==> src/rtl/tt_sweep_pkg.sv <==
// Shared state encoding and width helpers for the truth-table sweep controller.
package tt_sweep_pkg;

    typedef enum logic [1:0] {
        IDLE,
        DRIVE,
        SAMPLE,
        DONE
    } sweep_state_t;

    function automatic int tt_width(input int nIn);
        return 1 << nIn;
    endfunction

    // One spare bit so the index can step past the last vector without wrapping.
    function automatic int idx_width(input int nIn);
        return nIn + 1;
    endfunction

    function automatic int settle_width(input int settle);
        return (settle <= 1) ? 1 : $clog2(settle);
    endfunction

endpackage

==> src/rtl/tt_vec_cnt.sv <==
// Vector index and settle counter for the sweep; the FSM drives load/advance/tick.
module tt_vec_cnt
    import tt_sweep_pkg::*;
#(
    parameter int N_IN   = 2,
    parameter int SETTLE = 1
) (
    input  logic            clk,
    input  logic            rst_n,
    input  logic            i_load,
    input  logic            i_advance,
    input  logic            i_tick,
    output logic [N_IN-1:0] o_idx,
    output logic            o_settle_done,
    output logic            o_last
);

    localparam int IDX_W = idx_width(N_IN);
    localparam int SET_W = settle_width(SETTLE);
    localparam int TT_W  = tt_width(N_IN);

    logic [IDX_W-1:0] r_idx;
    logic [SET_W-1:0] r_settle;

    always_ff @(posedge clk or negedge rst_n) begin
        if (!rst_n) begin
            r_idx    <= '0;
            r_settle <= '0;
        end else if (i_load) begin
            r_idx    <= '0;
            r_settle <= '0;
        end else if (i_advance) begin
            r_idx    <= r_idx + IDX_W'(1);
            r_settle <= '0;
        end else if (i_tick) begin
            r_settle <= r_settle + SET_W'(1);
        end
    end

    assign o_idx         = r_idx[N_IN-1:0];
    assign o_settle_done = (r_settle == SET_W'(SETTLE - 1));
    assign o_last        = (r_idx == IDX_W'(TT_W - 1));

endmodule

==> src/rtl/tt_sweep_ctrl.sv <==
// Sweeps every input vector of a combinational circuit, captures its truth table
// and flags per-output differences against a golden table.
module tt_sweep_ctrl
    import tt_sweep_pkg::*;
#(
    parameter int N_IN   = 2,
    parameter int N_OUT  = 8,
    parameter int SETTLE = 1
) (
    input  logic                          clk,
    input  logic                          rst_n,
    input  logic                          i_start,
    input  logic [N_OUT*(1<<N_IN)-1:0]    i_exp_tt,
    output logic [N_IN-1:0]               o_x_out,
    input  logic [N_OUT-1:0]              i_f_in,
    output logic                          o_busy,
    output logic                          o_res_valid,
    input  logic                          i_res_ready,
    output logic [N_OUT*(1<<N_IN)-1:0]    o_tt_out,
    output logic [N_OUT-1:0]              o_mismatch
);

    localparam int TT_W  = tt_width(N_IN);
    localparam int TBL_W = N_OUT * TT_W;

    sweep_state_t      r_state;
    logic [TBL_W-1:0]  r_exp;
    logic [TBL_W-1:0]  r_tt;
    logic [N_OUT-1:0]  r_mismatch;
    logic [N_IN-1:0]   r_x_out;
    logic              r_busy;
    logic              r_valid;

    logic [N_IN-1:0]   w_idx;
    logic              w_settle_done;
    logic              w_last;
    logic              w_load;
    logic              w_advance;
    logic              w_tick;
    logic [TBL_W-1:0]  w_tt_cap;
    logic [N_OUT-1:0]  w_mismatch;

    assign w_load    = (r_state == IDLE) && i_start;
    assign w_advance = (r_state == SAMPLE) && !w_last;
    assign w_tick    = (r_state == DRIVE) && !w_settle_done;

    tt_vec_cnt #(
        .N_IN   (N_IN),
        .SETTLE (SETTLE)
    ) u_vec_cnt (
        .clk           (clk),
        .rst_n         (rst_n),
        .i_load        (w_load),
        .i_advance     (w_advance),
        .i_tick        (w_tick),
        .o_idx         (w_idx),
        .o_settle_done (w_settle_done),
        .o_last        (w_last)
    );

    // Table as it will look after this SAMPLE, so the final compare sees the last column.
    always_comb begin
        w_tt_cap   = r_tt;
        w_mismatch = '0;
        for (int o = 0; o < N_OUT; o++) begin
            w_tt_cap[o*TT_W + int'(w_idx)] = i_f_in[o];
        end
        for (int o = 0; o < N_OUT; o++) begin
            w_mismatch[o] = (w_tt_cap[o*TT_W +: TT_W] != r_exp[o*TT_W +: TT_W]);
        end
    end

    always_ff @(posedge clk or negedge rst_n) begin
        if (!rst_n) begin
            r_state    <= IDLE;
            r_exp      <= '0;
            r_tt       <= '0;
            r_mismatch <= '0;
            r_x_out    <= '0;
            r_busy     <= 1'b0;
            r_valid    <= 1'b0;
        end else begin
            case (r_state)
                IDLE: begin
                    if (i_start) begin
                        r_exp      <= i_exp_tt;
                        r_tt       <= '0;
                        r_mismatch <= '0;
                        r_x_out    <= '0;
                        r_busy     <= 1'b1;
                        r_state    <= DRIVE;
                    end
                end
                DRIVE: begin
                    if (w_settle_done) begin
                        r_state <= SAMPLE;
                    end
                end
                SAMPLE: begin
                    r_tt <= w_tt_cap;
                    if (w_last) begin
                        r_mismatch <= w_mismatch;
                        r_valid    <= 1'b1;
                        r_x_out    <= '0;
                        r_state    <= DONE;
                    end else begin
                        r_x_out <= w_idx + N_IN'(1);
                        r_state <= DRIVE;
                    end
                end
                DONE: begin
                    if (i_res_ready) begin
                        r_valid <= 1'b0;
                        r_busy  <= 1'b0;
                        r_state <= IDLE;
                    end
                end
                default: r_state <= IDLE;
            endcase
        end
    end

    assign o_x_out     = r_x_out;
    assign o_busy      = r_busy;
    assign o_res_valid = r_valid;
    assign o_tt_out    = r_tt;
    assign o_mismatch  = r_mismatch;

endmodule

==> config.mk <==
export PLATFORM = sky130hd
export DESIGN_NAME = tt_sweep_ctrl
export DESIGN_NICKNAME = d
export VERILOG_FILES = /design/src/rtl/tt_sweep_pkg.sv /design/src/rtl/tt_vec_cnt.sv /design/src/rtl/tt_sweep_ctrl.sv
export SDC_FILE = /design/constraint.sdc
export NUM_CORES = 1
export LEC_CHECK = 0
export CAP_MARGIN = 30
export CORE_MARGIN = 1
export CORE_UTILIZATION = 43
export DETAILED_ROUTE_END_ITERATION = 12
export PLACE_DENSITY = 0.7
export SYNTH_ARGS = -nofsm -noshare
export SYNTH_HDL_FRONTEND = slang
export SYNTH_SLANG_ARGS = --single-unit
==> constraint.sdc <==
create_clock -name clk -period 2 [get_ports clk]
set_input_delay 0.5 -clock clk [delete_from_list [all_inputs] [get_ports clk]]
set_output_delay 0.5 -clock clk [all_outputs]
set_load 0.02 [all_outputs]
* Word level (Yosys, flattened, before mapping)
Index checks and enable logic that the tools add are counted.
Widths: inputs -> output; s select.
** Word-level totals
- Bits in registers :: 82
- Input bits :: 44
- Output and inout bits :: 44
- Logic and storage cells :: 122
** Cells by class
- Add/sub/neg operators :: 10
- Order comparisons :: 16
- Equal/unequal tests :: 16
- Mux-type cells :: 47
- Reduce and logical (&&, ||, !) cells :: 24
** Operators with widths (number)
- $bwmux 32 :: 8
- $pmux 32 s2 :: 1
- $demux 1 s5 :: 7
- $mux 32 :: 1
- $ne 4x4->1 :: 8
- $add 5x2->6 const A :: 4
- $ge 6x1->1 const B :: 4
- $lt 6x6->1 const B :: 4
- $mux 8 :: 2
- $pmux 8 s2 :: 1
- $mux 1 :: 14
- $lt 5x6->1 const B :: 2
- $mux 2 :: 6
- $reduce_and 3->1 :: 4
- $logic_and 1x1->1 :: 11
- $add 4x2->5 const A :: 2
- $ge 5x1->1 const B :: 2
- $ne 2x2->1 const B :: 4
- $pmux 2 s4 :: 1
- $reduce_bool 2->1 :: 4
- $lt 2x6->1 const B :: 1
- $lt 4x6->1 const B :: 1
- $mux 3 :: 2
- $add 3x2->4 const A :: 1
- other kinds (15) :: 18

* Longest topological paths before layout
- Depth after elaboration :: 15
- Gate-level depth with buffers :: 8
- Mapped depth without buffers :: 6

* Hierarchy
A second synthesis with hierarchy kept.
** Second synthesis, totals
- Cells, all modules :: 318
- Area total of the unflattened synthesis :: 4006.3 um^2
** Modules (own cells, without submodules)
- tt_sweep_ctrl :: times used 1, cells each 300, area each 3807.4 um^2
- tt_vec_cnt :: times used 1, cells each 18, area each 198.9 um^2

* Worst setup path after synthesis
No wires, ideal clock.
- Path kind :: register to register
- From :: register u_vec_cnt.r_idx[0]
- To :: register r_mismatch[4], in the netlist o_mismatch[4]
- Library setup time :: 0.128 ns
- Data arrival time :: 1.585 ns
- Data required time :: 1.872 ns
- Path slack :: 0.287 ns
- Cell stages (with the launch flop) :: 8
- Cells stage by stage :: dfrtp_1 > inv_1 > ha_1 > buf_6 > mux2i_1 > xnor2_1 > nor4_1 > o21ai_1
** Between the ends
- Word-level cells in the longest chain between the ends :: 15
** RTL lines
- start: declaration :: RTL line tt_vec_cnt.sv:22 : logic [IDX_W-1:0] r_idx;
- start signal: assignment :: RTL line tt_vec_cnt.sv:33 : r_idx <= r_idx + IDX_W'(1);
- $add 3x2->4 :: RTL line tt_sweep_ctrl.sv:66 : w_tt_cap[o*TT_W + int'(w_idx)] = i_f_in[o];
- $lt 4x6->1 (not written as such) or $ge 4x1->1 (tied branches) :: RTL line tt_sweep_ctrl.sv:66
- $logic_and 1x1->1 (not written as such) :: RTL line tt_sweep_ctrl.sv:66
- $mux 1 (not written as such) :: RTL line tt_sweep_ctrl.sv:66
- $demux 1 s5 :: RTL line tt_sweep_ctrl.sv:66
- $bwmux 32 (7 in a row) :: RTL line tt_sweep_ctrl.sv:66
- $ne 4x4->1 :: RTL line tt_sweep_ctrl.sv:69 : w_mismatch[o] = (w_tt_cap[o*TT_W +: TT_W] != r_exp[o*TT_W +: TT_W]);
- $mux 8 :: RTL line tt_sweep_ctrl.sv:101 : if (w_last) begin
- $pmux 8 s2 :: RTL line tt_sweep_ctrl.sv:83 : case (r_state)
- end signal: assignment :: RTL line tt_sweep_ctrl.sv:102 : r_mismatch <= w_mismatch;
- end: declaration :: RTL line tt_sweep_ctrl.sv:29 : logic [N_OUT-1:0] r_mismatch;
Several ways; a longest one is shown, not always the timed one. The select of a mux whose other input is x is not followed.
A chain may end at the register's enable or synchronous reset.

* Worst setup path after layout
- From :: register r_tt[13], in the netlist o_tt_out[13]
- To :: output o_tt_out[13]
** RTL lines
- start: declaration :: RTL line tt_sweep_ctrl.sv:28 : logic [TBL_W-1:0] r_tt;
- start signal: assignment :: RTL line tt_sweep_ctrl.sv:100 : r_tt <= w_tt_cap;
- end: declaration :: RTL line tt_sweep_ctrl.sv:19 : output logic [N_OUT*(1<<N_IN)-1:0] o_tt_out,
No word-level cell between the ends.

==> summary.md <==
| Metric | Value |
|---|---|
| Outcome | `completed` |
| H-tree Lvls | `3` |
| Number of stages on the worst setup path | `1` |
| Fmax | `523 MHz` |
| Initial drt markers | `210` |
| WP data required | `1.50 ns` |
| Slew Viols, Final | `0` |
| CTS tree | `done` |
| R2R cell count | `6` |
| RSZ-0062 raised after global routing | `no` |
| Die ar. | `9770 µm²` |
| Crit path max fanout | `3` |
| Largest delay share family, worst path | `buffers and inverters` |
| Vias in the first global route | `2,939` |
| Worst-margin pin slew | `0.573 ns` |
| Worst Path Buf+Inv | `1` |
| Netlist cell types | `30` |
| Synth top area cells | `dfrtp_1 (51%), mux2_2 (8.9%), a32o_1 (7.9%)` |
| Worst setup margin | `0.0878 ns` |
| Hold Path Class | `in2async` |
| Slew Limit Headroom | `61.8%` |
| TritonRoute pass-1 iters | `4` |
| Most common cell in the netlist | `dfrtp_1` |
| Crit-path max cell delay | `0.64 ns` |
| Core ar. | `8890 µm²` |
| Ant diodes | `0` |
| GRT Overall Usage | `20.9%` |
| # Max-Cap Violations | `0` |
| Worst Setup Path Type | `reg2out` |
| CTS Hold Bufs | `0` |
| DRC viols | `0` |
| Async SR Flop Fraction | `100%` |
| Final min period | `1.91 ns` |
| Placement Cell Area | `5100 µm²` |
| Final setup vio count | `0` |
| Crit path DAT | `1.41 ns` |
| Die width | `98.8 µm` |
| Maximum VDD drop | `578 µV` |
| Share of layout cells above drive strength 1 | `19.1%` |
| Root buf cell | `clkbuf_8` |
| Final worst path period share | `95.6%` |
| Synthesis Warnings | `0` |
| P_leak | `2.17 nW` |
| Nets@finish | `465` |
| Kind of end point of the critical path | `output pin` |
| Die Y | `98.8 µm` |
| Largest net degree at the start of global routing | `39` |
| Clock Latency Late Sink | `0.36 ns` |
| Fin Clk Skew | `0.00949 ns` |
| Startpoint types | `flop` |
| Clock sink total | `82` |
| Filler cell count | `730` |
| Area of the mapped netlist | `4030 µm²` |
| WL final | `9560 µm` |
| GPL Wtd Cong | `0.819` |
| Routed WL per cell | `18.1 µm` |
| Area growth from synthesis to layout | `31.2%` |
| Post-synth EDFFs | `0` |
| Cells after Synth | `319` |
| Initial Util | `45.4%` |
| Pre-CTS setup slack | `-0.0409 ns` |
| Total Neg Setup Slack | `0 ns` |
| Power Total | `8.40 mW` |
| CP max-delay cell | `clkdlybuf4s50_1` |
| Hpwl dp | `6770 µm` |
| Vias/cell | `5.46` |
| Syn_nets | `370` |
| Power Density | `1590 nW/µm²` |
| Post-CTS setup buffer count | `0` |
| Crit path cell chain | `clkdlybuf4s50_1` |
| I/O pin count | `88` |
| Syn avg cell area | `12.6 µm²` |
| Clock slew at reported path FFs | `0.09 ns` |
| Via count | `2,879` |
| FP Rows | `34` |
| Synth top area share | `50.9%` |
| Final Cell Area | `5290 µm²` |
| Total CTS buffers | `9` |
| Final Hold Fails | `0` |
| Most frequent cells after synthesis | `dfrtp_1 (82), xnor2_1 (33), a32o_1 (32), mux2_2 (32), mux2i_1 (32)` |
| Routed Antenna Nets | `0` |
| First-pass GRT wire length | `15,600 µm` |
| Area leader, netlist | `dfrtp_1` |
| Primary FF master, synth | `dfrtp_1` |
| Clock Path Buffers | `2` |
| Post-CTS resize count | `0` |
| Initial antenna violation count | `0` |
| Sequential fraction of the synthesis area | `50.9%` |
| Number of synthesized register bits | `82` |
| Port bufs | `87` |
| Total gr overflow | `0` |
final timing paths:
path	start	to	slack (ns)
max	o_tt_out[13]	o_tt_out[13]	0.09
min	rst_n	r_exp[31]	0.09
max reg2reg	u_vec_cnt.r_idx[0]	o_mismatch[6]	0.16
min reg2reg	o_res_valid	o_res_valid	0.49
max in group asynchronous	rst_n	o_tt_out[18]	1.35
min in group clk	o_res_valid	o_res_valid	0.49
area by class of cell:
type / count / area [µm²] / area share, %
Clock buffer: 10 / 128 / 2.41
Clock inverter: 6 / 65.1 / 1.23
Inverter: 5 / 18.8 / 0.355
Multi-Input combinational cell: 206 / 1790 / 33.8
Sequential cell: 82 / 2050 / 38.8
Tap cell: 108 / 135 / 2.55
Timing Repair Buffer: 110 / 1100 / 20.9
cells by family after synthesis:
kind of cell | count (synthesis) | share of synthesized area [%]
xor+xnor | 33 | 7.17
fa+ha+maj | 7 | 2.17
buf+inv | 31 | 4.87
compound gates | 59 | 12.6
mux | 64 | 16.9
simple gates | 43 | 5.40
flops | 82 | 50.9
stage by stage:
stage | hold WS [ns] | instances | utilization [%]
3_3_place_gp | 0.463 | 511 | 57.4
4_1_cts | 0.0898 | 527 | 59.5
2_1_floorplan | 0.204 | 319 | -
3_5_place_dp | 0.469 | 511 | 57.4
5_1_grt | 0.102 | 527 | 59.5
6_report | 0.0900 | 527 | 59.5
cells in the final DEF (no fill, tap or decap), drive strengths merged:
cell,synthesis,layout
nand2b,2,2
and3b,1,1
clkbuf,11,10
or2,1,1
nor3,1,1
clkinv,0,3
mux2,32,32
nor4,8,8
clkdlybuf4s50,0,86
nand2,19,19
mux2i,32,32
xnor2,33,33
bufinv,0,1
or3,1,1
o21a,1,1
nor3b,1,1
clkinvlp,0,1
o21ai,18,18
nor2b,3,3
ha,7,7
a32o,32,32
buf,15,24
nor2,5,5
dfrtp,82,82
nand3,1,1
o22ai,2,2
a21oi,6,6
inv,5,6
where the power goes:
group	total (mW)	switching, mW	internal [mW]
logic	4.21	2.00	2.20
clock network	1.20	0.619	0.580
registers	3.00	0.625	2.37
state kept, by name, summed over array words and instances, names as in the netlist:
register	count
o_tt_out	32
r_exp	32
o_mismatch	8
u_vec_cnt.r_idx	3
o_x_out	2
r_state	2
o_busy	1
o_res_valid	1
u_vec_cnt.r_settle	1
per-layer routing:
| layer | global-route usage (%) | vias to the layer above | part of all wire [%] |
|---|---|---|---|
| met2 | 33.0 | 69 | 48 |
| met3 | 4.26 | 13 | 4.6 |
| li1 | - | 1344 | - |
| met5 | 0 | - | 0 |
| met1 | 28.3 | 1453 | 46 |
| met4 | 8.15 | 0 | 1.5 |
Note: power is estimated with default switching activity, not from simulation.
